[config.mk]
export PLATFORM = sky130hd
export DESIGN_NAME = lc3b_pipeline_ctrl
export DESIGN_NICKNAME = d
export VERILOG_FILES = /design/src/rtl/lc3b_pipeline_ctrl.sv
export SDC_FILE = /design/constraint.sdc
export NUM_CORES = 1
export LEC_CHECK = 0
export BUFFER_PORTS_ARGS = -buffer_cell sky130_fd_sc_hd__buf_2
export CAP_MARGIN = 20
export CELL_PAD_IN_SITES_DETAIL_PLACEMENT = 1
export CELL_PAD_IN_SITES_GLOBAL_PLACEMENT = 1
export CORE_UTILIZATION = 40
export CTS_CLUSTER_SIZE = 12
export DETAILED_ROUTE_END_ITERATION = 6
export GPL_ROUTABILITY_DRIVEN = 0
export GPL_TIMING_DRIVEN = 0
export PLACE_DENSITY_LB_ADDON = 0.3
export SYNTH_ARGS = -nofsm -noshare
export SYNTH_HDL_FRONTEND = slang
export SYNTH_SLANG_ARGS = --single-unit
[constraint.sdc]
create_clock -name clk -period 6.24 [get_ports clk]
set_input_delay 0.312 -clock clk [delete_from_list [all_inputs] [get_ports clk]]
set_output_delay 0.312 -clock clk [all_outputs]
set_load 0.01 [all_outputs]
[src/rtl/lc3b_pipeline_ctrl.sv]
// Stall/flush sequencer for the five-stage LC-3b pipeline: latch enables, bubbles,
// fetch/data-access tracking (including two-access LDI/STI) and a saturating stall counter.
module lc3b_pipeline_ctrl #(
    parameter int STALL_CNT_W = 16
) (
    input  logic                   clk,
    input  logic                   reset,
    input  logic                   imem_resp,
    input  logic                   dmem_resp,
    input  logic                   mem_access,
    input  logic                   mem_indirect,
    input  logic                   load_use,
    input  logic                   branch_taken,
    output logic                   imem_read,
    output logic                   dmem_req,
    output logic                   dmem_phase,
    output logic                   load_pc,
    output logic                   load_ifid,
    output logic                   load_idex,
    output logic                   load_exmem,
    output logic                   load_memwb,
    output logic                   bubble_ifid,
    output logic                   bubble_idex,
    output logic                   bubble_exmem,
    output logic                   pc_sel_branch,
    output logic [STALL_CNT_W-1:0] stall_count
);

    typedef enum logic [1:0] {
        M_IDLE = 2'd0,
        M_ACC1 = 2'd1,
        M_ACC2 = 2'd2
    } mstate_t;

    mstate_t                mstate_q, mstate_d;
    logic                   fetched_q, fetched_d;
    logic [STALL_CNT_W-1:0] stall_count_q, stall_count_d;

    logic mem_complete_s;
    logic mem_ok_s;
    logic fetch_ok_s;
    logic load_pc_s, load_ifid_s, load_idex_s, load_exmem_s, load_memwb_s;
    logic bubble_ifid_s, bubble_idex_s, bubble_exmem_s, pc_sel_branch_s;

    // State register: fetch flag, MEM FSM and stall counter
    always_ff @(posedge clk or negedge reset) begin
        if (!reset) begin
            mstate_q      <= M_IDLE;
            fetched_q     <= 1'b0;
            stall_count_q <= '0;
        end else begin
            mstate_q      <= mstate_d;
            fetched_q     <= fetched_d;
            stall_count_q <= stall_count_d;
        end
    end

    // MEM FSM next state and same-cycle completion pulse
    always_comb begin
        mstate_d       = mstate_q;
        mem_complete_s = 1'b0;
        case (mstate_q)
            M_IDLE: begin
                if (mem_access) begin
                    mstate_d = M_ACC1;
                end else begin
                    mstate_d = M_IDLE;
                end
            end
            M_ACC1: begin
                if (dmem_resp && mem_indirect) begin
                    mstate_d = M_ACC2;
                end else if (dmem_resp) begin
                    mstate_d       = M_IDLE;
                    mem_complete_s = 1'b1;
                end else begin
                    mstate_d = M_ACC1;
                end
            end
            M_ACC2: begin
                if (dmem_resp) begin
                    mstate_d       = M_IDLE;
                    mem_complete_s = 1'b1;
                end else begin
                    mstate_d = M_ACC2;
                end
            end
            default: begin
                mstate_d = M_IDLE;
            end
        endcase
    end

    // Stage enables in priority order: branch flush, load-use bubble, advance, stall
    always_comb begin
        mem_ok_s        = !mem_access || mem_complete_s;
        fetch_ok_s      = imem_resp || fetched_q;
        load_pc_s       = 1'b0;
        load_ifid_s     = 1'b0;
        load_idex_s     = 1'b0;
        load_exmem_s    = 1'b0;
        load_memwb_s    = 1'b0;
        bubble_ifid_s   = 1'b0;
        bubble_idex_s   = 1'b0;
        bubble_exmem_s  = 1'b0;
        pc_sel_branch_s = 1'b0;
        if (branch_taken && mem_ok_s) begin
            load_pc_s       = 1'b1;
            load_ifid_s     = 1'b1;
            load_idex_s     = 1'b1;
            load_exmem_s    = 1'b1;
            load_memwb_s    = 1'b1;
            bubble_ifid_s   = 1'b1;
            bubble_idex_s   = 1'b1;
            bubble_exmem_s  = 1'b1;
            pc_sel_branch_s = 1'b1;
        end else if (load_use && mem_ok_s) begin
            load_idex_s   = 1'b1;
            bubble_idex_s = 1'b1;
            load_exmem_s  = 1'b1;
            load_memwb_s  = 1'b1;
        end else if (fetch_ok_s && mem_ok_s) begin
            load_pc_s    = 1'b1;
            load_ifid_s  = 1'b1;
            load_idex_s  = 1'b1;
            load_exmem_s = 1'b1;
            load_memwb_s = 1'b1;
        end else begin
            load_pc_s = 1'b0;
        end
    end

    // Fetch hold flag and saturating stall counter
    always_comb begin
        fetched_d     = fetched_q;
        stall_count_d = stall_count_q;
        if (load_ifid_s) begin
            fetched_d = 1'b0;
        end else if (imem_resp) begin
            fetched_d = 1'b1;
        end else begin
            fetched_d = fetched_q;
        end
        if (!load_pc_s && (stall_count_q != {STALL_CNT_W{1'b1}})) begin
            stall_count_d = stall_count_q + {{(STALL_CNT_W-1){1'b0}}, 1'b1};
        end else begin
            stall_count_d = stall_count_q;
        end
    end

    // Output drive; everything is held at zero while reset is asserted
    always_comb begin
        imem_read     = 1'b0;
        dmem_req      = 1'b0;
        dmem_phase    = 1'b0;
        load_pc       = 1'b0;
        load_ifid     = 1'b0;
        load_idex     = 1'b0;
        load_exmem    = 1'b0;
        load_memwb    = 1'b0;
        bubble_ifid   = 1'b0;
        bubble_idex   = 1'b0;
        bubble_exmem  = 1'b0;
        pc_sel_branch = 1'b0;
        stall_count   = '0;
        if (reset) begin
            imem_read     = !fetched_q;
            dmem_req      = (mstate_q != M_IDLE) || mem_access;
            dmem_phase    = (mstate_q == M_ACC2);
            load_pc       = load_pc_s;
            load_ifid     = load_ifid_s;
            load_idex     = load_idex_s;
            load_exmem    = load_exmem_s;
            load_memwb    = load_memwb_s;
            bubble_ifid   = bubble_ifid_s;
            bubble_idex   = bubble_idex_s;
            bubble_exmem  = bubble_exmem_s;
            pc_sel_branch = pc_sel_branch_s;
            stall_count   = stall_count_q;
        end else begin
            stall_count = '0;
        end
    end

endmodule
# ---- Word-level counts from Yosys, hierarchy flattened
# Index checks and enable logic that the tools add are counted.
dict set report classes {
  n_eq_ne 3
  bitwise 0
  n_reduce_logical 14
  magnitude_cmp 0
  n_div 0
  muxes 26
  add_sub_neg 1
  mul 0
  n_shift 0
}
# op count
set op_table {}
lappend op_table {{1-bit two-way mux} 21}
lappend op_table {{16-bit by 1-bit adder with 16-bit output (second input constant)} 1}
lappend op_table {{16-bit two-way mux} 1}
lappend op_table {{16-bit != test (second input constant)} 1}
lappend op_table {{2-bit case mux with 3 select lines} 1}
lappend op_table {{1-bit logical AND} 5}
lappend op_table {{2-bit two-way mux} 2}
lappend op_table {{2-bit nonzero test} 2}
lappend op_table {{1-bit logical NOT} 3}
lappend op_table {{1-bit logical OR} 3}
lappend op_table {{2-bit by 1-bit == test with 1-bit output (second input constant)} 1}
lappend op_table {{2-bit == test (second input constant)} 1}
lappend op_table {{2-bit logical NOT} 1}
lappend op_table {{1-bit case mux with 2 select lines} 1}
dict set report word_totals {
  output_inout_bits 28
  reg_bits 19
  memories 0
  mem_bits_ro 0
  in_bits 8
  latchBits 0
  ram_bits 0
}

# ---- Logic depth before layout (Yosys ltp)
dict set report depth {
  ltp_word 10
  ltp_mapped 7
  ltp_nobuf 6
}

# ---- Worst setup path after synthesis
# No wires, ideal clock.
dict set report synth_path {
  path_kind {reg2reg}
  start {reg mstate_q[0]}
  end {reg stall_count_q[13]}
  setup_time_ps 139
  t_required_ps 6101
  arrival_time_ps 1884
  path_buffers 1
  stages_incl_launch_ff 8
  period_less_slack_ps 2024
  slack_ps 4216
  path_cell_list {dfrtp_1 -> inv_1 -> ha_1 -> nand2_1 -> a222oi_1 -> buf_4 -> nor4b_1 -> xor2_1}
}
dict set report synth_between {
  elab_chain_cells 9
}
# item line_no
set synth_lines {}
lappend synth_lines {{start, declared} 35} ;# mstate_t mstate_q, mstate_d;
lappend synth_lines {{start signal, assigned} 52} ;# mstate_q <= mstate_d;
lappend synth_lines {{2-bit == test or 2-bit by 1-bit == test with 1-bit output (tied branches)} 62} ;# case (mstate_q)
lappend synth_lines {{1-bit case mux with 2 select lines (*)} 62}
lappend synth_lines {{1-bit logical OR (*)} 96} ;# mem_ok_s = !mem_access || mem_complete_s;
lappend synth_lines {{1-bit logical AND} 122} ;# end else if (fetch_ok_s && mem_ok_s) begin
lappend synth_lines {{1-bit two-way mux} 122}
lappend synth_lines {{1-bit two-way mux} 117} ;# end else if (load_use && mem_ok_s) begin
lappend synth_lines {{1-bit two-way mux (*)} 107} ;# if (branch_taken && mem_ok_s) begin
lappend synth_lines {{1-bit logical NOT (*)} 144} ;# if (!load_pc_s && (stall_count_q != {STALL_CNT_W{1'b1}})) begin
lappend synth_lines {{1-bit logical AND (*)} 144}
lappend synth_lines {{end signal, assigned} 54} ;# stall_count_q <= stall_count_d;
lappend synth_lines {{end, declared} 37} ;# logic [STALL_CNT_W-1:0] stall_count_q, stall_count_d;
# Every way passes the cells marked *; elsewhere a longest branch is shown, timed or not.
# A chain may end at the register's enable or synchronous reset.

# ---- Final worst setup path
dict set report layout_path {
  start {in reset}
  end {out load_memwb}
}
dict set report layout_between {
  elab_chain_cells 1
}
# item line_no
set layout_lines {}
lappend layout_lines {{start, declared} 7} ;# input logic reset,
lappend layout_lines {{1-bit two-way mux} 166} ;# if (reset) begin
lappend layout_lines {{end, declared} 21} ;# output logic load_memwb,
# No other way between the ends.

==> impl_metrics.tcl <==
set metrics [dict create \
    synth_warnings 0 \
    dr.pass1.iters 7 \
    synthFlopType "dfrtp_1" \
    drc 5 \
    clockBufferDepth 2 \
    dp_slack_ns 3.68 \
    rsz0062_at_grt "false" \
    hold_path_depth 3 \
    ir_drop_mv 0.183 \
    dp_hpwl_mm 2.12 \
    dieArea_mm2 0.00328 \
    path_delay_family "buffers and inverters" \
    path_depth 7 \
    grt_pass1_wl_mm 4.75 \
    die_w_um 57.3 \
    area_delta_synth_final_pct 20.5 \
    layout-drive-gt1-share_pct 30.4 \
    clock_latency_ns 0.30 \
    cp.required_ns 5.93 \
    grt_antenna_before_repair 0 \
    async_reset_ff_share_pct 100 \
    drt_iter0_drc 58 \
    met1_usage_pct 23.9 \
    cts_buffers 3 \
    worst_path_largest_cell_delay_ns 0.54 \
    status "finished, violations left" \
    hold_class "in -> reg" \
    cp_slowest_cell "dlygate4sd3_1" \
    io_pins 36 \
    layout_min_cycle_time_ns 2.63 \
    nFillCells 354 \
    antenna_left 0 \
    critical_path.cell_chain "dlygate4sd3_1 -> buf_2 -> clkbuf_1 -> nand2_1 -> a21oi_1 -> buf_4 -> buf_2" \
    syn_area_mm2 0.00122 \
    register_area_um2 475 \
    synth_nets 144 \
    max-slew-margin-rel_pct 15.9 \
    timing.critical_path.arrival_ns 2.32 \
    setup_tns_ns 0 \
    via_count 1082 \
    rr_worst_depth 7 \
    die_h_um 57.3 \
    fp-row-count 19 \
    met2_usage_pct 31.9 \
    finalHoldViolCount 0 \
    grt-ovfl-total 0 \
    clock-sinks 19 \
    avgSynthCellArea_um2 9.32 \
    cpMostUsedCell "buf_2" \
    layout.cells.non_filler 202 \
    io_buffers 35 \
    synth_edf_count 0 \
    cts_tree "yes" \
    post_cts_buffers 0 \
    htree_levels 1 \
    routed_wl_mm 2.79 \
    drv_cap 0 \
    power_density_mw_per_mm2 317 \
    placed_cells 197 \
    ys_seq_area_share_pct 38.9 \
    power.leakage_nw 0.726 \
    critical_path_class "in -> out" \
    timing.fmax_ghz 0.380 \
    cp-end-kind "output port" \
    finish.utilization_pct 52.0 \
    synth-seq-cells 19 \
    routed_via_density 5.36 \
    wire_per_inst_um 13.8 \
    r2r-start "mstate_q[1]$_DFF_PN0_" \
    multiInputGateArea_um2 674 \
    fin_crit_sh_pct 42.2 \
    start_util_pct 43.2 \
    track_usage_pct 18.7 \
    slew_viol_final 0 \
    worst_slack_ns 3.61 \
    fin_worst_skew_ns 0.00611 \
    startpoint_type "input pin" \
    path_clk_slew_ns 0.11 \
    min_from "dmem_resp" \
    nets 185 \
    gr-usage-met3_pct 4.76 \
    worst-path-buf-inv 5 \
    busiest_layer "met2" \
    cp-startpoint "reset" \
    core_mm2 0.00283 \
    setup_violations 0 \
    crit_fanout 21 \
    grt_max_degree 22 \
    n_antenna_cell 0 \
    failed_checks "DRC" \
    cts-root-buf "clkbuf_4" \
    worst_pin_slew_ns 1.26 \
    synthCells 131 \
    grt_pass1_vias 1072 \
    ys_types 28 \
]
## kinds of logic (layout without fill, tap and decap cells)
group           Yosys count  in the layout  share of synthesized area, %
xor+xnor                 12             12                          8.61
compound gates            8              8                          4.30
simple gates             70             70                          33.5
fa+ha+maj                 5              5                          5.12
mux                       4              4                          3.69
flops                    19             19                          38.9
buf+inv                  13             53                          5.84
## worst min-delay path, cell delays in order
cell	delay, ns
buf_2	0.11
nand3_1	0.06
a21oi_1	0.06
## power by group
| group | internal, W | switching, W | total [W] |
|---|---|---|---|
| registers | 0.000163 | 0.0000503 | 0.000213 |
| clock network | 0.0000249 | 0.0000372 | 0.0000621 |
| logic | 0.0000908 | 0.000100 | 0.000191 |
| total | 0.000279 | 0.000188 | 0.000467 |
## per-layer routing
layer	part of all wire, %	up-vias
li1	-	524
met1	45	524
met2	49	32
met3	5.2	2
met4	0.54	0
met5	0	-
## repair_timing
action	in CTS	in global routing
hold endpoints to repair	19	0
hold buffers	1	0
setup endpoints to repair	0	0
gates resized for setup	0	0
## worst paths after layout
kind / slack [ns] / to
max in group asynchronous: 5.41 / mstate_q[0]$_DFF_PN0_
max reg2reg: 3.62 / stall_count_q[13]$_DFFE_PN0P_
min reg2reg: 0.50 / stall_count_q[4]$_DFFE_PN0P_
min: 0.28 / mstate_q[1]$_DFF_PN0_
min in group asynchronous: 0.51 / stall_count_q[14]$_DFFE_PN0P_
max: 3.61 / load_memwb
## area by class of cell
| type | count | area share [%] |
|---|---|---|
| multi-input combinational | 99 | 45.8 |
| sequential | 19 | 32.3 |
| timing repair buffer | 36 | 12.6 |
| buffer | 9 | 3.83 |
| tap | 31 | 2.64 |
| clock buffer | 4 | 1.79 |
| inverter | 4 | 1.02 |
## flip-flops by register name, summed over array words and instances, names as in the netlist
register and flops:
mstate_q 2, fetched_q 1, stall_count_q 16
## through the flow
step | total power (W) | hold WS, ns | cell area, µm²
final | 0.000467 | 0.279 | 1470
after global routing | 0.000507 | 0.276 | 1470
after CTS | 0.000474 | 0.274 | 1470
after detailed placement | 0.000408 | 0.284 | 1440
after global placement | 0.000397 | 0.278 | 1440
after floorplan | 0.000339 | 0.0164 | 1220
## cell usage in the layout, fill, tap and decap left out
master and n:
buf_2 35, dfrtp_1 19, and2_1 17, xor2_1 12
nand2_1 11, nand3_1 7, nor2_1 6, buf_4 6
nor3_1 5, nor4b_1 5, ha_1 5, clkbuf_1 4
inv_1 4, nand2b_1 4, a21oi_1 4, nand4_1 4
mux2_2 4, nor4_1 3, clkbuf_4 3, nor2b_1 2
a22oi_1 1, o21bai_1 1, a21boi_0 1, a222oi_1 1
nor4_2 1, and4bb_2 1, or2_2 1, and4_1 1
nor3b_1 1, nor2_2 1, dlygate4sd3_1 1
## cell usage after synthesis, drive strengths merged, types with 2 or more instances
| library cell | n | area [µm²] |
|---|---|---|
| nor4 | 4 | 31.3 |
| a21oi | 4 | 20.0 |
| nor2b | 2 | 12.5 |
| xor2 | 12 | 105 |
| mux2 | 4 | 45.0 |
| nor3 | 5 | 25.0 |
| nor2 | 7 | 28.8 |
| nand4 | 4 | 25.0 |
| nor4b | 5 | 43.8 |
| nand3 | 7 | 35.0 |
| buf | 6 | 45.0 |
| inv | 4 | 15.0 |
| ha | 5 | 62.6 |
| and2 | 17 | 106 |
| clkbuf | 3 | 11.3 |
| nand2 | 11 | 41.3 |
| dfrtp | 19 | 475 |
| nand2b | 4 | 25.0 |
(Power assumes the default switching activity.)
